===== config.mk =====
export PLATFORM = sky130hd
export DESIGN_NAME = square_bounce_render
export DESIGN_NICKNAME = d
export VERILOG_FILES = /design/src/rtl/square_bounce_render_pkg.sv /design/src/rtl/square_bounce_render_motion.sv /design/src/rtl/square_bounce_render.sv
export SDC_FILE = /design/constraint.sdc
export NUM_CORES = 1
export LEC_CHECK = 0
export BUFFER_PORTS_ARGS = -buffer_cell sky130_fd_sc_hd__buf_2
export CAP_MARGIN = 20
export CORE_MARGIN = 10
export CORE_UTILIZATION = 55
export CTS_BUF_LIST = sky130_fd_sc_hd__clkbuf_4 sky130_fd_sc_hd__clkbuf_8 sky130_fd_sc_hd__clkbuf_16
export DETAILED_ROUTE_END_ITERATION = 8
export PLACE_DENSITY = 0.74
export SYNTH_ARGS = -nofsm -noshare
export SYNTH_HDL_FRONTEND = slang
export SYNTH_SLANG_ARGS = --single-unit

===== constraint.sdc =====
create_clock -name clk_pix -period 3.1 [get_ports clk_pix]
set_clock_uncertainty 0.15 [all_clocks]
set_input_delay 0.62 -clock clk_pix [delete_from_list [all_inputs] [get_ports clk_pix]]
set_output_delay 0.62 -clock clk_pix [all_outputs]
set_load 0.1 [all_outputs]

===== src/rtl/square_bounce_render_pkg.sv =====
// Shared definitions for the bouncing-square pixel stage: colour types,
// palette, background colour, sync idle level and motion direction.
package square_bounce_render_pkg;

    localparam int         RGB_W     = 2;
    localparam logic       SYNC_IDLE = 1'b1;
    localparam logic [2:0] COL_RESET = 3'd1;

    typedef logic [RGB_W-1:0] chan_t;

    typedef struct packed {
        chan_t r;
        chan_t g;
        chan_t b;
    } rgb_t;

    typedef enum logic {
        DIR_POS = 1'b0,
        DIR_NEG = 1'b1
    } dir_t;

    localparam rgb_t RGB_OFF   = '0;
    localparam rgb_t BG_COLOUR = '{r: 2'b00, g: 2'b00, b: 2'b01};

    function automatic rgb_t palette(input logic [2:0] idx);
        rgb_t c;
        case (idx)
            3'd0:    c = '{r: 2'b11, g: 2'b11, b: 2'b11};
            3'd1:    c = '{r: 2'b11, g: 2'b00, b: 2'b00};
            3'd2:    c = '{r: 2'b00, g: 2'b11, b: 2'b00};
            3'd3:    c = '{r: 2'b00, g: 2'b00, b: 2'b11};
            3'd4:    c = '{r: 2'b11, g: 2'b11, b: 2'b00};
            3'd5:    c = '{r: 2'b00, g: 2'b11, b: 2'b11};
            3'd6:    c = '{r: 2'b11, g: 2'b00, b: 2'b11};
            default: c = '{r: 2'b10, g: 2'b10, b: 2'b10};
        endcase
        return c;
    endfunction

endpackage


===== src/rtl/square_bounce_render_motion.sv =====
// Square position, direction and colour state. Moves once per enabled frame
// pulse and bounces off the screen edges, stepping the colour on any bounce.
module square_motion
    import square_bounce_render_pkg::*;
#(
    parameter int CORDW    = 16,
    parameter int H_RES    = 640,
    parameter int V_RES    = 480,
    parameter int Q_SIZE   = 32,
    parameter int SPEED    = 2,
    parameter int MOVE_DIV = 0
) (
    input  logic                    clk_pix,
    input  logic                    rst_pix,
    input  logic                    frame_i,
    input  logic                    pause_i,
    output logic signed [CORDW-1:0] qx_o,
    output logic signed [CORDW-1:0] qy_o,
    output logic [2:0]              col_idx_o
);

    localparam logic signed [CORDW-1:0] XMAX = CORDW'(H_RES - Q_SIZE);
    localparam logic signed [CORDW-1:0] YMAX = CORDW'(V_RES - Q_SIZE);
    localparam logic signed [CORDW-1:0] STEP = CORDW'(SPEED);

    logic signed [CORDW-1:0] qx_q, qx_d, qy_q, qy_d;
    dir_t                    dx_q, dx_d, dy_q, dy_d;
    logic [2:0]              col_q, col_d;
    logic                    div_zero;
    logic                    step;
    logic                    x_bounce, y_bounce;

    // The divider counts every frame pulse, paused or not.
    if (MOVE_DIV > 0) begin : g_div
        logic [MOVE_DIV-1:0] div_q;
        always_ff @(posedge clk_pix) begin
            if (rst_pix)      div_q <= '0;
            else if (frame_i) div_q <= div_q + 1'b1;
        end
        assign div_zero = (div_q == '0);
    end else begin : g_nodiv
        assign div_zero = 1'b1;
    end

    assign step = frame_i && div_zero && !pause_i;

    always_comb begin
        qx_d     = qx_q;
        qy_d     = qy_q;
        dx_d     = dx_q;
        dy_d     = dy_q;
        col_d    = col_q;
        x_bounce = 1'b0;
        y_bounce = 1'b0;
        if (step) begin
            if (dx_q == DIR_POS) begin
                if (qx_q + STEP >= XMAX) begin
                    qx_d = XMAX; dx_d = DIR_NEG; x_bounce = 1'b1;
                end else begin
                    qx_d = qx_q + STEP;
                end
            end else if (qx_q <= STEP) begin
                qx_d = '0; dx_d = DIR_POS; x_bounce = 1'b1;
            end else begin
                qx_d = qx_q - STEP;
            end

            if (dy_q == DIR_POS) begin
                if (qy_q + STEP >= YMAX) begin
                    qy_d = YMAX; dy_d = DIR_NEG; y_bounce = 1'b1;
                end else begin
                    qy_d = qy_q + STEP;
                end
            end else if (qy_q <= STEP) begin
                qy_d = '0; dy_d = DIR_POS; y_bounce = 1'b1;
            end else begin
                qy_d = qy_q - STEP;
            end

            // A corner hit still advances the colour by one.
            if (x_bounce || y_bounce) col_d = col_q + 3'd1;
        end
    end

    always_ff @(posedge clk_pix) begin
        if (rst_pix) begin
            qx_q  <= '0;
            qy_q  <= '0;
            dx_q  <= DIR_POS;
            dy_q  <= DIR_POS;
            col_q <= COL_RESET;
        end else begin
            qx_q  <= qx_d;
            qy_q  <= qy_d;
            dx_q  <= dx_d;
            dy_q  <= dy_d;
            col_q <= col_d;
        end
    end

    assign qx_o      = qx_q;
    assign qy_o      = qy_q;
    assign col_idx_o = col_q;

endmodule


===== src/rtl/square_bounce_render.sv =====
// Pixel stage after the 480p timing generator: draws one bouncing square and
// registers RGB together with the syncs so they stay aligned.
module square_bounce_render
    import square_bounce_render_pkg::*;
#(
    parameter int CORDW    = 16,
    parameter int H_RES    = 640,
    parameter int V_RES    = 480,
    parameter int Q_SIZE   = 32,
    parameter int SPEED    = 2,
    parameter int MOVE_DIV = 0
) (
    input  logic                    clk_pix,
    input  logic                    rst_pix,
    input  logic                    hsync_in,
    input  logic                    vsync_in,
    input  logic                    de,
    input  logic                    frame,
    input  logic signed [CORDW-1:0] sx,
    input  logic signed [CORDW-1:0] sy,
    input  logic                    pause,
    output logic [RGB_W-1:0]        vga_r,
    output logic [RGB_W-1:0]        vga_g,
    output logic [RGB_W-1:0]        vga_b,
    output logic                    hsync,
    output logic                    vsync
);

    localparam logic signed [CORDW-1:0] QSZ = CORDW'(Q_SIZE);

    logic signed [CORDW-1:0] qx, qy;
    logic [2:0]              col_idx;
    logic                    in_sq;
    rgb_t                    rgb_q, rgb_d;
    logic                    hsync_q, vsync_q;

    square_motion #(
        .CORDW    (CORDW),
        .H_RES    (H_RES),
        .V_RES    (V_RES),
        .Q_SIZE   (Q_SIZE),
        .SPEED    (SPEED),
        .MOVE_DIV (MOVE_DIV)
    ) u_motion (
        .clk_pix   (clk_pix),
        .rst_pix   (rst_pix),
        .frame_i   (frame),
        .pause_i   (pause),
        .qx_o      (qx),
        .qy_o      (qy),
        .col_idx_o (col_idx)
    );

    assign in_sq = (sx >= qx) && (sx < qx + QSZ) && (sy >= qy) && (sy < qy + QSZ);

    always_comb begin
        rgb_d = BG_COLOUR;
        if (!de)        rgb_d = RGB_OFF;
        else if (in_sq) rgb_d = palette(col_idx);
    end

    always_ff @(posedge clk_pix) begin
        if (rst_pix) begin
            rgb_q   <= RGB_OFF;
            hsync_q <= SYNC_IDLE;
            vsync_q <= SYNC_IDLE;
        end else begin
            rgb_q   <= rgb_d;
            hsync_q <= hsync_in;
            vsync_q <= vsync_in;
        end
    end

    assign vga_r = rgb_q.r;
    assign vga_g = rgb_q.g;
    assign vga_b = rgb_q.b;
    assign hsync = hsync_q;
    assign vsync = vsync_q;

endmodule

Word level (Yosys, flattened, before mapping)
Index checks and enable logic that the tools add are counted.
- register bits after elaboration: 45
- bits of input ports: 39
- output and inout bits: 8
- word-level logic and storage cells: 64
- add/subtract/negate cells: 7
- order comparisons: 8
- equal/unequal tests: 6
- multiplexer cells: 20
- bitwise logic cells: 2
- reduce and logical (&&, ||, !) cells: 10
- operators with widths (cell ; count):
    $mux 16 ; 6
    $pmux 6 s7 ; 1
    $add 16x3->16 const B ; 2
    $add 16x7->16 const B ; 2
    $ge 16x16->1 ; 2
    $le 16x3->1 const B ; 2
    $lt 16x16->1 ; 2
    $sub 16x3->16 const B ; 2
    $ge 16x10->1 const B ; 1
    $ge 16x11->1 const B ; 1
    $mux 1 ; 13
    $eq 3x3->1 const B ; 3
    $eq 3x2->1 const B ; 2
    $logic_and 1x1->1 ; 4
    $add 3x1->3 const B ; 1
    $eq 3x1->1 const B ; 1
    $logic_not 3->1 ; 1
    $reduce_or 3->1 ; 1
    $not 1->1 ; 2
    $reduce_and 2->1 ; 1
    $reduce_or 2->1 ; 1
    $logic_not 1->1 ; 1
    $logic_or 1x1->1 ; 1

Longest topological paths before layout
- depth after elaboration: 7
- mapped depth: 13
- mapped depth without buffers: 13

By module
A second synthesis with hierarchy kept.
- cell total of the unflattened synthesis: 694
- area total of the unflattened synthesis: 5031.1 um^2
- modules (own cells, without submodules) (module ; times used ; cells an instance ; area an instance (um^2) ; sequential area each (um^2)):
    square_motion ; 1 ; 439 ; 3051.7 ; 700.7
    square_bounce_render ; 1 ; 255 ; 1979.4 ; 160.2

Least setup slack after synthesis
OpenSTA, ideal clock, no wires.
- path type: flip-flop to flip-flop
- start point: register u_motion.qx_q[9] (netlist: u_motion.qx_o[9])
- end point: register rgb_q (netlist bit vga_b[1])
- library setup time: 0.092 ns
- data arrival time: 3.128 ns
- data required time: 2.858 ns
- setup slack: -0.270 ns
- stages on the path, launching flop included: 13
- buffers on the path: 0
- period minus slack after synthesis: 3.370 ns
- path through: dfxtp_1 > inv_1 > nor3_1 > nand4_1 > xnor2_1 > ha_1 > a21o_1 > a211oi_1 > mux2i_1 > a2111oi_0 > o41ai_1 > or3b_2 > nor4_1
- word-level cells in the longest chain between the ends: 7
- elaborated cells between the ends (all ways): 8
- classes of those cells: 1 x add/sub; 2 x order compare; 1 x bitwise; 4 x reduce/logical
- ends and longest elaborated chain (element ; RTL line ; text):
    start: declaration ; square_bounce_render_motion.sv:26 ; logic signed [CORDW-1:0] qx_q, qx_d, qy_q, qy_d;
    start signal: assignment ; square_bounce_render_motion.sv:93 ; qx_q <= qx_d;
    $add 16x7->16 ; square_bounce_render.sv:54 ; assign in_sq = (sx >= qx) && (sx < qx + QSZ) && (sy >= qy) && (sy < qy + QSZ);
    $lt 16x16->1 ; square_bounce_render.sv:54 ;
    $logic_and 1x1->1 (*) (3 in series) ; square_bounce_render.sv:54 ;
    $not 1->1 (no line) (*) ; n/a ;
    $reduce_or 3->1 (no line) (*) ; n/a ;
    end signal: assignment ; square_bounce_render.sv:68 ; rgb_q <= rgb_d;
    end: declaration ; square_bounce_render.sv:34 ; rgb_t rgb_q, rgb_d;
Every way passes the cells marked *; elsewhere a longest branch is shown, timed or not.
A chain may end at the register's enable or synchronous reset.

Worst setup path after layout
- start point: register u_motion.qx_q[6] (netlist: u_motion.qx_o[6])
- end point: register u_motion.col_q[2] (netlist: u_motion.col_idx_o[2])
- word-level cells in the longest chain between the ends: 7
- elaborated cells between the ends (all ways): 9
- classes of those cells: 1 x add/sub; 2 x order compare; 4 x mux; 2 x reduce/logical
- ends and longest elaborated chain (element ; RTL line ; text):
    $add 16x3->16 ; square_bounce_render_motion.sv:57 ; if (qx_q + STEP >= XMAX) begin
    $ge 16x11->1 ; square_bounce_render_motion.sv:57 ;
    $mux 1 ; square_bounce_render_motion.sv:57 ;
    $mux 1 (*) ; square_bounce_render_motion.sv:56 ; if (dx_q == DIR_POS) begin
    $mux 1 (*) ; square_bounce_render_motion.sv:55 ; if (step) begin
    $logic_or 1x1->1 (*) ; square_bounce_render_motion.sv:81 ; if (x_bounce || y_bounce) col_d = col_q + 3'd1;
    $reduce_and 2->1 (no line) (*) ; n/a ;
    end signal: assignment ; square_bounce_render_motion.sv:97 ; col_q <= col_d;
    end: declaration ; square_bounce_render_motion.sv:28 ; logic [2:0] col_q, col_d;
Every way passes the cells marked *; elsewhere a longest branch is shown, timed or not. The select of a mux whose other input is x is not followed.

==> metrics.txt <==
run status=complete, no violations; EDFF count, synth=0; slew margin rel.=between 40% and 50%; via/cell ratio=about 6.2; total power=0.00164 W; crit share post-route=96.8%; Register-to-Register Path Depth=9; vias post-DR=just over 5000; initial antenna violation count=0; CTS Sinks=between 40 and 50; Main synth FF type=dfxtp_1; number of global-route vias before repair=between 5000 and 6000; Distinct cells, synth=between 70 and 80; Setup WS pre-CTS=-294 ps; mean post-synth cell area=approximately 7.6 µm²; DRT Pass-1 Iters=5; Comb pwr share=a little over a third; pwr/cell area=between 200 and 300 mW/mm²; Synth Instances=628; wl on met1=approximately 6000 µm; #FFs+latches synth=43; 1st-iter DRT viols=roughly 340; CTS tree=yes; CTS buffer count=5; core area=approximately 0.0083 mm²; hold_buf cts=0; Rows=33; IO buf count=44; largest area contributor in the netlist=ha_1; clk_lat worst skew=around 300 ps; RR Endpoint=u_motion.col_idx_o[2]; diode count=0; worst slew pin tran=~840 ps; area of the multi-input gates=between 0.003 and 0.004 mm²; CTS root buf=clkbuf_8; DP Wirelength=11500 µm; max-slew violations=0; # setup viols final=0; RSZ-0062 raised after global routing=yes; maximum VDD drop=197 µV; GR Util All Layers=between 20% and 30%; Area contributors post-synth=ha_1 (18%), dfxtp_1 (18%), xnor2_1 (5.9%); Clk network pwr share=roughly 28%; die footprint=0.0128 mm²; total grt overflow=0; register-to-register setup slack=about 99 ps; Ys Warns=0; worst setup margin=approximately 99 ps; worst r2r src=u_motion.qx_o[6]; Placed Instances=around 800; final hold viol count=0; clock slew at reported path FFs=90 ps; Sequential cell area=870 µm²; kind of end point of the critical path=flop; DR WL/cell=between 15 and 20 µm; worst path arrival time=about 3100 ps; Worst Path Max Fanout=9; Synth top area share=18.4%; sequential share of the synthesized area=18.1%; P_int=0.00105 W; CP startpoint=u_motion.qx_o[6]; Sw Share=35.8%; clk buf depth=2; die height=between 100 and 150 µm; WHS Endpoint=hsync; met2 WL=7390 µm; DRT Wirelength=~15000 µm; first-pass GRT wire length=24300 µm; share of layout cells above drive strength 1=23.4%; max layer used=met4; Psw=between 0.0005 and 0.0006 W; Detail Route Antenna Nets=0; hold_sp=hsync_in; critical path required time=3150 ps; area delta synth->final=21.5%; min cycle time layout=roughly 3000 ps; Final nets=between 800 and 900; Chip Width=113 µm; DRC Markers=0; largest net degree at the start of global routing=30; Sequential Power Share=36.2%; # fillers=approximately 730; Detail Route met3 WL=roughly 810 µm; Max Fclk=333 MHz; max cap viols=0; ys async rst share=0%; Worst Hold Class=primary input to flop; WHS Path Cells=2; Ports=47; Syn Nets=~740; leakage power=about 2.4 nW; Starting Density=between 50% and 60%; GPL Wtd Cong=0.958; Mapped Area=roughly 0.0048 mm²; kind of critical path=flop to flop; startpoint types=flop; Final Non-Filler Cells=822; Clock H-tree levels=2
==> routing by layer <==
layer | up-vias | track usage, %
li1 | 2516 | -
met1 | 2383 | 25.3
met4 | 0 | 10.2
met2 | 195 | 41.1
met3 | 41 | 2.43
met5 | - | 0
==> power by group through the flow <==
stage / Sequential (W) / Combinational, W / Clock [W]
after floorplan: 0.000624 / 0.000342 / 0
after global placement: 0.000603 / 0.000535 / 0
after detailed placement: 0.000604 / 0.000552 / 0
after CTS: 0.000591 / 0.000563 / 0.000466
after global routing: 0.000595 / 0.000644 / 0.000482
final: 0.000593 / 0.000580 / 0.000463
==> registers in the layout, summed over array words and instances (netlist names) <==
signal / flops
u_motion.qx_o: 15
u_motion.col_idx_o: 3
u_motion.dx_q: 1
hsync: 1
u_motion.dy_q: 1
vga_b: 2
u_motion.qy_o: 15
vga_r: 2
vga_g: 2
vsync: 1
==> cell families after synthesis <==
logic type,synth area share (%)
AND/OR/NAND/NOR,25.2
AO/OA/AOI/OAI,23.6
buffers and inverters,6.12
adder cells (fa/ha/maj),18.4
flip-flops,18.1
XOR/XNOR,6.07
multiplexers,2.47
==> area by class of cell <==
type	instances	area share (%)
inverters	41	2.66
flip-flops and latches	43	15.0
multi-input cells	513	65.5
clock buffers	5	1.19
repair buffers	112	12.6
well taps	105	2.27
clock inverters	3	0.757
==> cells in the final DEF (no fill, tap or decap), types with 14 or more instances in the layout <==
| cell | instances |
|---|---|
| nor2_1 | 60 |
| nand3_1 | 27 |
| inv_1 | 39 |
| nor4_1 | 14 |
| o21ai_0 | 43 |
| a21oi_1 | 36 |
| xnor2_1 | 31 |
| ha_1 | 69 |
| dfxtp_1 | 36 |
| nor3_1 | 22 |
| buf_2 | 44 |
| buf_4 | 68 |
| nand2_1 | 40 |
==> metrics by stage <==
step                      hold slack, ps  area [µm²]  setup TNS (ps)  util [%]
after global routing                 345        5790            -173      69.4
after global placement               348        5500            -830      65.9
after CTS                            337        5710               0      68.5
after detailed placement             367        5500           -1400      65.9
after floorplan                      329        4790               0         -
final                                347        5790               0      69.4
==> cells in the mapped netlist, types with 5 or more instances <==
cell type  count
mux2i_1        8
nand3_1       28
clkbuf_1      17
nor2_1        61
a21oi_1       36
o21ai_0       43
and4_1         5
a21o_1        13
buf_2         11
dfxtp_1       43
and3_1         8
nand2_1       42
a221oi_1       9
nor3_1        26
nor4_1        18
nor2b_1        5
inv_1         40
o211ai_1       5
a31oi_1        8
a211oi_1       7
ha_1          70
nand4_1       10
xnor2_1       32
==> how the worst max path moves through the flow <==
stage                       endpoint  cells after the start
2_1_floorplan               vga_b[1]                     11
3_3_place_gp                vga_g[1]                     12
3_5_place_dp                vga_r[0]                     12
4_1_cts                     vga_g[1]                     11
5_1_grt                     vga_r[1]                     11
6_report       u_motion.col_idx_o[2]                      9
==> what timing repair did <==
| action | in CTS | in global routing |
|---|---|---|
| pin swaps | 12 | 7 |
| setup buffers | 2 | 1 |
| cloned | 0 | 0 |
| hold endpoints to repair | 0 | 0 |
| gates resized for setup | 14 | 13 |
| endpoints found under the setup margin | 6 | 12 |
==> worst max-delay path, stage by stage, from the launching register on <==
cell       delay (ps)
dfxtp_1           350
buf_4             160
nand2_2           120
buf_4             160
or4_1             530
xnor2_1           170
or4_4             510
or2_1             290
o2bb2ai_2         160
mux2_4            290
Power figures use the tool's default switching activity.
